### src/rtl/gray_conv_arbiter.sv
// -----------------------------------------------------------------------------
// gray_conv_arbiter
//
// Shares one RGB-to-gray converter between two pixel requesters:
//   req0 = live camera stream, req1 = frame-buffer readback for pupil re-search.
// Requesters are granted in bursts, round-robin. Every pixel sent to the
// converter carries a source tag, and each gray result is routed back to the
// requester that issued the pixel.
//
// Parameters
//   MAX_BURST  max pixels accepted per grant before a forced switch (>=1)
//   CONV_LAT   cycles from oDVAL to the matching iGVAL at the converter (>=1)
//
// Ports
//   iCLK, iRST              clock; synchronous active-high reset
//   iRGB0/iDVAL0/iLAST0     req0 pixel {R[29:20],G[19:10],B[9:0]}, valid, last
//   oRDY0                   req0 pixel accepted when iDVAL0 & oRDY0
//   iRGB1/iDVAL1/iLAST1     req1, same meaning
//   oRDY1                   req1 ready
//   oRed/oGreen/oBlue/oDVAL converter input pixel and valid
//   iGRAY/iGVAL             converter result and valid
//   oGRAY0/oGVAL0           result returned to req0
//   oGRAY1/oGVAL1           result returned to req1
//   oGNT                    one-hot current grant, 00 when idle or switching
//   oERR                    sticky: a result arrived with no pixel in flight
// -----------------------------------------------------------------------------
module gray_conv_arbiter #(
  parameter int MAX_BURST = 64,
  parameter int CONV_LAT  = 1
) (
  input  logic        iCLK,
  input  logic        iRST,
  input  logic [29:0] iRGB0,
  input  logic        iDVAL0,
  input  logic        iLAST0,
  output logic        oRDY0,
  input  logic [29:0] iRGB1,
  input  logic        iDVAL1,
  input  logic        iLAST1,
  output logic        oRDY1,
  output logic [9:0]  oRed,
  output logic [9:0]  oGreen,
  output logic [9:0]  oBlue,
  output logic        oDVAL,
  input  logic [9:0]  iGRAY,
  input  logic        iGVAL,
  output logic [9:0]  oGRAY0,
  output logic        oGVAL0,
  output logic [9:0]  oGRAY1,
  output logic        oGVAL1,
  output logic [1:0]  oGNT,
  output logic        oERR
);

  localparam int CW = $clog2(MAX_BURST + 1);

  typedef enum logic [1:0] {
    ST_IDLE,
    ST_SERVE,
    ST_SWITCH
  } state_e;

  // ---------------------------------------------------------------------------
  // Arbiter FSM state
  // ---------------------------------------------------------------------------
  state_e        state_q;
  logic          ptr_q;   // round-robin pointer: requester preferred next
  logic          src_q;   // requester currently being served
  logic [CW-1:0] cnt_q;   // pixels accepted in the current burst
  logic [1:0]    gnt_q;   // registered one-hot grant, also drives oRDYn

  // Transfer qualification. Ready comes only from registered grant, so there
  // is no combinational path from iDVAL to oRDY.
  logic        xfer;
  logic        xlast;
  logic        burst_end;
  logic        any_req;
  logic        pick;

  assign xfer      = src_q ? (gnt_q[1] & iDVAL1) : (gnt_q[0] & iDVAL0);
  assign xlast     = src_q ? iLAST1 : iLAST0;
  // iLAST on the final allowed pixel still yields a single switch.
  assign burst_end = xfer & (xlast | (cnt_q == CW'(MAX_BURST - 1)));
  assign any_req   = iDVAL0 | iDVAL1;
  // Pointer's requester wins if it is asking, otherwise the other one
  // (which may re-grant the requester that just finished).
  assign pick      = (ptr_q ? iDVAL1 : iDVAL0) ? ptr_q : ~ptr_q;

  // NOTE: sequential state is written with non-blocking assignments only, so
  // every register samples the pre-edge values regardless of statement order.
  always_ff @(posedge iCLK) begin
    if (iRST) begin
      state_q <= ST_IDLE;
      ptr_q   <= 1'b0;
      src_q   <= 1'b0;
      cnt_q   <= '0;
      gnt_q   <= 2'b00;
    end else begin
      case (state_q)
        ST_IDLE, ST_SWITCH: begin
          cnt_q <= '0;
          if (any_req) begin
            state_q <= ST_SERVE;
            src_q   <= pick;
            gnt_q   <= pick ? 2'b10 : 2'b01;
          end else begin
            state_q <= ST_IDLE;
            gnt_q   <= 2'b00;
          end
        end
        ST_SERVE: begin
          if (burst_end) begin
            state_q <= ST_SWITCH;
            gnt_q   <= 2'b00;
            ptr_q   <= ~src_q;
            cnt_q   <= '0;
          end else if (xfer) begin
            cnt_q <= cnt_q + 1'b1;
          end
        end
        default: begin
          state_q <= ST_IDLE;
          gnt_q   <= 2'b00;
        end
      endcase
    end
  end

  // ---------------------------------------------------------------------------
  // Datapath: converter input stage, tag pipe, result return
  // ---------------------------------------------------------------------------
  logic [29:0]         rgb_q,   rgb_d;
  logic                dval_q,  dval_d;
  logic                dsrc_q,  dsrc_d;
  logic [CONV_LAT-1:0] tag_v_q, tag_v_d;
  logic [CONV_LAT-1:0] tag_s_q, tag_s_d;
  logic [9:0]          gray0_q, gray0_d;
  logic [9:0]          gray1_q, gray1_d;
  logic                gval0_q, gval0_d;
  logic                gval1_q, gval1_d;
  logic                err_q,   err_d;

  logic head_v;
  logic head_s;

  assign head_v = tag_v_q[CONV_LAT-1];
  assign head_s = tag_s_q[CONV_LAT-1];

  // NOTE: every always_comb output gets a default before any conditional
  // assignment, so no path leaves a signal unassigned and no latch is inferred.
  always_comb begin
    rgb_d   = rgb_q;
    dval_d  = xfer;
    dsrc_d  = src_q;
    tag_v_d = tag_v_q;
    tag_s_d = tag_s_q;
    gray0_d = gray0_q;
    gray1_d = gray1_q;
    gval0_d = 1'b0;
    gval1_d = 1'b0;
    err_d   = err_q;

    if (xfer) begin
      rgb_d = src_q ? iRGB1 : iRGB0;
    end

    // The tag pipe is fed from the converter-input stage, so its head lines
    // up with the cycle in which the converter presents the matching iGVAL.
    tag_v_d[0] = dval_q;
    tag_s_d[0] = dsrc_q;
    for (int i = 1; i < CONV_LAT; i++) begin
      tag_v_d[i] = tag_v_q[i-1];
      tag_s_d[i] = tag_s_q[i-1];
    end

    if (iGVAL && head_v) begin
      if (head_s) begin
        gval1_d = 1'b1;
        gray1_d = iGRAY;
      end else begin
        gval0_d = 1'b1;
        gray0_d = iGRAY;
      end
    end

    // A result with nothing in flight is dropped and flagged until reset.
    if (iGVAL && !head_v) begin
      err_d = 1'b1;
    end
  end

  // NOTE: the tag pipe is a small memory that is reset explicitly; a stale
  // valid bit after reset would misroute a result instead of flagging oERR.
  always_ff @(posedge iCLK) begin
    if (iRST) begin
      rgb_q   <= '0;
      dval_q  <= 1'b0;
      dsrc_q  <= 1'b0;
      tag_v_q <= '0;
      tag_s_q <= '0;
      gray0_q <= '0;
      gray1_q <= '0;
      gval0_q <= 1'b0;
      gval1_q <= 1'b0;
      err_q   <= 1'b0;
    end else begin
      rgb_q   <= rgb_d;
      dval_q  <= dval_d;
      dsrc_q  <= dsrc_d;
      tag_v_q <= tag_v_d;
      tag_s_q <= tag_s_d;
      gray0_q <= gray0_d;
      gray1_q <= gray1_d;
      gval0_q <= gval0_d;
      gval1_q <= gval1_d;
      err_q   <= err_d;
    end
  end

  assign oRDY0  = gnt_q[0];
  assign oRDY1  = gnt_q[1];
  assign oGNT   = gnt_q;
  assign oRed   = rgb_q[29:20];
  assign oGreen = rgb_q[19:10];
  assign oBlue  = rgb_q[9:0];
  assign oDVAL  = dval_q;
  assign oGRAY0 = gray0_q;
  assign oGVAL0 = gval0_q;
  assign oGRAY1 = gray1_q;
  assign oGVAL1 = gval1_q;
  assign oERR   = err_q;

endmodule

### config.mk
export PLATFORM = sky130hd
export DESIGN_NAME = gray_conv_arbiter
export DESIGN_NICKNAME = d
export VERILOG_FILES = /design/src/rtl/gray_conv_arbiter.sv
export SDC_FILE = /design/constraint.sdc
export NUM_CORES = 1
export LEC_CHECK = 0
export CAP_MARGIN = 20
export CORE_ASPECT_RATIO = 0.9
export CORE_UTILIZATION = 44
export DETAILED_ROUTE_END_ITERATION = 10
export PLACE_DENSITY = 0.86
export SLEW_MARGIN = 15
export SYNTH_ARGS = -nofsm -noshare
export SYNTH_HDL_FRONTEND = slang
export SYNTH_SLANG_ARGS = --single-unit
### constraint.sdc
create_clock -name iCLK -period 4.89 [get_ports iCLK]
set_input_delay 0.978 -clock iCLK [delete_from_list [all_inputs] [get_ports iCLK]]
set_output_delay 0.978 -clock iCLK [all_outputs]
set_load 0.005 [all_outputs]
==> run summary, run 1 <==
Worst Reg-to-Reg Cells: 5
Seq/Total Area, Yosys: 49.5%
ANT nets after route: 0
crit path max-delay cell type: o21ai_4
CTS tree: built
FF-to-FF End: rgb_q[8]
final setup fails: 0
Clk pwr share: 32.7%
fmax: 0.344 GHz
IR drop worst, VDD: 0.151 mV
initial antenna violation count: 0
cell taking the most area after synthesis: dfxtp_1
largest net degree at the start of global routing: 66
net count of the finished layout: 517
Die Y: 78.1 um
dpl ws: 1.65 ns
Final period util: 59.5%
family with the most delay on the worst path: compound AO/OA/AOI/OAI gates
row count: 27
Core Util, Final: 71.3%
critical path, cell by cell: clkdlybuf4s50_1, nand2_1, o21ai_4, buf_4, nor2_1, a211oi_1
vias per cell: 4.98
Gate power share: 16.9%
first-pass GRT wire length: 11.2 mm
Cell Area, Synth: 2830 um^2
vias in the first global route: 2,405
final setup TNS: 0 ns
Worst setup EP type: register
top post-synthesis cells by area: dfxtp_1 50%, mux2i_1 11%, a211oi_1 8.0%
dominant synthesized flop cell: dfxtp_1
Switch Pwr: 315 uW
clock sinks: 70
Flop pwr share: 50.4%
Max-Slew Margin vs Limit: 27.9%
1st-iter DRT viols: 163
Routed WL per cell: 13.3 um
Core Area: 6150 um^2
CP max FO: 47
CTS resizes: 0
Routability Congestion: 0.849
setup bufs post-CTS: 0
Worst Path Arrival: 3.14 ns
status: complete, no violations
synthesized netlist cell count: 315
Root Buffer: clkbuf_8
leading cell types in the layout, fill and taps excluded: 133 x clkdlybuf4s50_1, 69 x dfxtp_1, 46 x nand2_1, 42 x nor2_1, 32 x mux2i_1
number of synthesized flops with an enable pin: 0
Max-Cap Viols: 0
Worst setup SP type: primary input
Initial Utilization: 46.0%
hold worst-path end: head_s
Switching Fraction: 25.5%
Antenna Cells: 0
PnR worst setup slack: 1.98 ns
most common cell after layout, fill and taps aside: clkdlybuf4s50_1
top cell type's share of synthesized area: 49.5%
clock-pin transition on the worst setup and hold timing paths: 0.07 ns
syn_area_per_cell: 8.98 um^2
io pins: 135
measured slew at the worst slew-check pin: 1.08 ns
TritonCTS Buffers: 9
DIE AREA: 6760 um^2
hold path start: dsrc_q
area grow syn2layout: 54.8%
I/O Buffers: 134
Inst Count DP: 514
FF-to-FF setup slack: 2.31 ns
RR Startpoint: dsrc_d
Max Transition Viols Final: 0
Int Pwr: 922 uW
Hold Crit Depth: 1
CP bufs+invs: 2
Leakage: 0.00145 uW
Hold Buf Count CTS: 0
routed wire length: 7.07 mm
Async SR Flop Fraction: 0%
RSZ-0062 raised after global routing: no
Pre-antenna DRT Iters: 4
Clock Skew: 0.00784 ns
CP max stage delay: 0.80 ns
Clock Latency Late Sink: 0.33 ns
total track usage: 21.2%
filler-free cell count of the finished design: 531
Fin Hold WS: 0.441 ns
post-synthesis cell type count: 37
endpoints failing hold: 0
Syn. warnings: 0
share of post-route cells with drive strength above 1: 5.63%
post-layout min period: 2.91 ns
die width: 86.5 um
post-detail-place hpwl: 5.24 mm
total vias in the final route: 2,643
total grt overflow: 0
Fill cells: 512
H-tree depth: 3
CP Data Required Time: 5.12 ns
WS Path Type: in2reg
#FFs+latches synth: 70
clk buf depth: 2
DRC: 0
syn_nets: 393
pwr dens: 282 nW/um^2
Hold/Removal Path Class: reg2reg
worst reg2reg max path, stage by stage (launching register included):
cell      delay (ns)
dfxtp_2         1.03
nand3_1         0.32
o21ai_4         0.46
buf_4           0.34
nor2_1          0.06
a211oi_1        0.26
worst max-delay path by stage:
stage | start | end | slack (ns) | cells past startpoint
CTS | iDVAL0 | rgb_q[2] | 1.99 | 6
detailed placement | iDVAL0 | rgb_q[2] | 1.65 | 6
global placement | iDVAL0 | rgb_q[2] | 1.80 | 6
finish | iDVAL0 | rgb_q[8] | 1.98 | 6
floorplan | iDVAL0 | cnt_q[5] | 2.80 | 5
global route | iDVAL0 | rgb_q[8] | 1.76 | 6
Yosys cell counts, types with 2 or more instances:
cell	number
mux2i_1	32
nor2b_1	3
a211oi_1	30
nand3_1	6
buf_4	3
xnor2_1	2
inv_1	5
o21ai_0	3
buf_2	3
a21oi_1	25
nand2_1	46
o21ai_1	2
clkbuf_1	16
nor2_1	42
o31ai_1	3
and3_1	2
or3_1	2
dfxtp_1	70
a31oi_1	2
per-layer routing:
| layer | global-route usage [%] | up-vias | wire, um |
|---|---|---|---|
| li1 | - | 1348 | - |
| met1 | 25.8 | 1171 | 2930 |
| met2 | 34.9 | 118 | 3400 |
| met3 | 7.47 | 6 | 673 |
| met4 | 7.00 | 0 | 60 |
| met5 | 0 | - | 0 |
registers in the layout, indices dropped and copies added (netlist names):
signal   cells
head_s       1
oDVAL        1
state_q      2
ptr_q        1
oGNT         2
dsrc_q       1
oERR         1
dsrc_d       1
cnt_q        7
head_v       1
oGVAL1       1
oGRAY0      10
oGRAY1      10
oGVAL0       1
rgb_q       30
metrics by stage:
step / power [uW] / area (um^2)
after global placement: 837 / 4190
after floorplan: 720 / 2830
final: 1240 / 4380
after CTS: 1250 / 4360
after global routing: 1290 / 4380
after detailed placement: 844 / 4190
area by class of cell:
| type | instances | area, um^2 | share of cell area [%] |
|---|---|---|---|
| multi-input combinational | 217 | 1310 | 30.0 |
| timing repair buffer | 136 | 1360 | 31.1 |
| tap | 87 | 109 | 2.48 |
| clock buffer | 10 | 138 | 3.14 |
| sequential | 70 | 1400 | 32.0 |
| inverter | 5 | 18.8 | 0.428 |
| clock inverter | 6 | 37.5 | 0.857 |
cell families after synthesis:
logic type      count (synthesis)  share of synthesized area (%)
compound gates                 72                           16.8
xor+xnor                        3                          0.929
fa+ha+maj                       1                          0.442
buf+inv                        28                           4.51
flops                          70                           49.5
mux                            32                           11.3
simple gates                  109                           16.5
power groups by stage:
stage / sequential, uW / clock, uW / combinational (uW)
3_5_place_dp: 637 / 0 / 207
2_1_floorplan: 626 / 0 / 94.4
3_3_place_gp: 635 / 0 / 202
6_report: 623 / 404 / 209
4_1_cts: 624 / 415 / 208
5_1_grt: 627 / 438 / 227
Note: power is estimated with default switching activity, not from simulation.
==> run 2: changes to the inputs <==
Settings changed: CORE_UTILIZATION 44 to 41, PLACE_DENSITY 0.86 to 0.8.
Clock period 4.89 ns to 2.99 ns, I/O delays scaled along.
==> run summary, run 2 (synthesized netlist as in run 1, its figures left out) <==
number of flip-flops in the largest register: 30 (unchanged)
row count: 28 (was 27)
area grow syn2layout: 56.2% (was 54.8%)
Antenna Cells: 0 (unchanged)
Max-Cap Viols: 0 (unchanged)
Root Buffer: clkbuf_8 (unchanged)
vias in the first global route: 2,541 (was 2,405)
routed wire length: 7.08 mm (was 7.07 mm)
initial antenna violation count: 0 (unchanged)
Worst setup EP type: register (unchanged)
WS Path Type: in2reg (unchanged)
share of post-route cells with drive strength above 1: 5.39% (was 5.63%)
total track usage: 20.9% (was 21.2%)
Max-Slew Margin vs Limit: 57.0% (was 27.9%)
Die Y: 80.8 um (was 78.1 um)
Power Total: 2180 uW (was 1240 uW)
Initial Utilization: 42.7% (was 46.0%)
CTS tree: built (unchanged)
IR drop worst, VDD: 0.295 mV (was 0.151 mV)
TritonCTS Buffers: 9 (unchanged)
Gate power share: 16.1% (was 16.9%)
Largest Register: rgb_q (unchanged)
Switch Pwr: 501 uW (was 315 uW)
status: complete, no violations (unchanged)
Final period util: 68.1%
Hold/Removal Path Class: reg2reg (unchanged)
1st-iter DRT viols: 79 (was 163)
Fill cells: 549 (was 512)
Clock Latency Late Sink: 0.33 ns (about the same)
filler-free cell count of the finished design: 535 (was 531)
ANT nets after route: 0 (unchanged)
most common cell after layout, fill and taps aside: clkdlybuf4s50_1 (unchanged)
CP max FO: 60 (was 47)
H-tree depth: 3 (unchanged)
I/O Buffers: 134 (unchanged)
DRC: 0 (unchanged)
Int Pwr: 1680 uW (was 922 uW)
CP Data Required Time: 3.22 ns (was 5.12 ns)
clk buf depth: 2 (unchanged)
RSZ-0062 raised after global routing: no (unchanged)
RR Startpoint: cnt_q[0] (was dsrc_d)
post-detail-place hpwl: 5.25 mm (was 5.24 mm)
Core Area: 6620 um^2 (was 6150 um^2)
Inst Count DP: 519 (was 514)
first-pass GRT wire length: 11.5 mm (was 11.2 mm)
Hold Buf Count CTS: 0 (unchanged)
endpoints failing hold: 0 (unchanged)
Leakage: 0.00148 uW (was 0.00145 uW)
final setup fails: 0 (unchanged)
FF-to-FF setup slack: 1.15 ns (was 2.31 ns)
pwr dens: 493 nW/um^2 (was 282 nW/um^2)
io pins: 135 (unchanged)
Fin Hold WS: 0.439 ns (was 0.441 ns)
CTS resizes: 0 (unchanged)
fmax: 0.491 GHz
Switching Fraction: 23.0% (was 25.5%)
Routed WL per cell: 13.2 um (was 13.3 um)
Max Transition Viols Final: 0 (unchanged)
Routability Congestion: 0.786 (was 0.849)
total vias in the final route: 2,641 (was 2,643)
leading cell types in the layout, fill and taps excluded: 133 x clkdlybuf4s50_1, 69 x dfxtp_1, 46 x nand2_1, 42 x nor2_1, 32 x mux2i_1 (unchanged)
clock-pin transition on the worst setup and hold timing paths: 0.07 ns (about the same)
post-layout min period: 2.04 ns
measured slew at the worst slew-check pin: 0.642 ns (was 1.08 ns)
Clock Skew: 0.00789 ns (was 0.00784 ns)
clock sinks: 70 (unchanged)
Worst Path Arrival: 2.27 ns (was 3.14 ns)
vias per cell: 4.94 (was 4.98)
hold path start: dsrc_q (unchanged)
largest net degree at the start of global routing: 61 (was 66)
final setup TNS: 0 ns (unchanged)
Clk pwr share: 37.7% (was 32.7%)
net count of the finished layout: 518 (was 517)
DIE AREA: 7240 um^2 (was 6760 um^2)
setup bufs post-CTS: 0 (unchanged)
Flop pwr share: 46.2% (was 50.4%)
crit path launch: iDVAL1 (was iDVAL0)
Worst setup SP type: primary input (unchanged)
die width: 89.6 um (was 86.5 um)
total grt overflow: 0 (unchanged)
Pre-antenna DRT Iters: 4 (unchanged)
==> run 2: path summary, 6_finish.rpt <==
check	to	depth (start not counted)
worst max-delay path	rgb_q[14]	6
worst min-delay path	head_s	1
worst max register to register	cnt_q[4]	5
worst min register to register	head_s	1
==> run 2: final cells by class <==
type | count | area [um^2] | area share [%]
clock buffers | 12 | 145 | 3.28
clock inverters | 4 | 70.1 | 1.59
inverters | 5 | 18.8 | 0.425
multi-input cells | 217 | 1310 | 29.7
flip-flops and latches | 70 | 1400 | 31.7
well taps | 90 | 113 | 2.55
repair buffers | 137 | 1360 | 30.7
==> run 2: metal layers <==
layer  up-vias  part of all wire, %  track usage, %
li1       1352                    -               -
met1      1171                   40            24.2
met2       104                   49            34.0
met3        14                  9.3            8.33
met4         0                  2.2            8.73
met5         -                    0               0
==> run 2: critical path: stages <==
cell             delay (ns)
clkdlybuf4s50_1        0.54
nand3_1                0.17
o21ai_4                0.09
buf_4                  0.46
nor2_1                 0.10
a211oi_1               0.30
==> run 2: power groups by stage <==
stage	Sequential, uW	Clock (uW)	Combinational [uW]
floorplan	1020	0	154
global placement	1030	0	343
detailed placement	1030	0	351
CTS	1010	840	353
global route	1010	885	384
finish	1010	821	350
==> run 2: stage by stage <==
stage	util, %	worst slack [ns]	area [um^2]
after CTS	66.8	0.930	4420
after detailed placement	63.5	0.640	4210
after floorplan	-	1.28	2830
final	66.8	0.953	4420
after global placement	63.5	0.702	4210
after global routing	66.8	0.780	4420
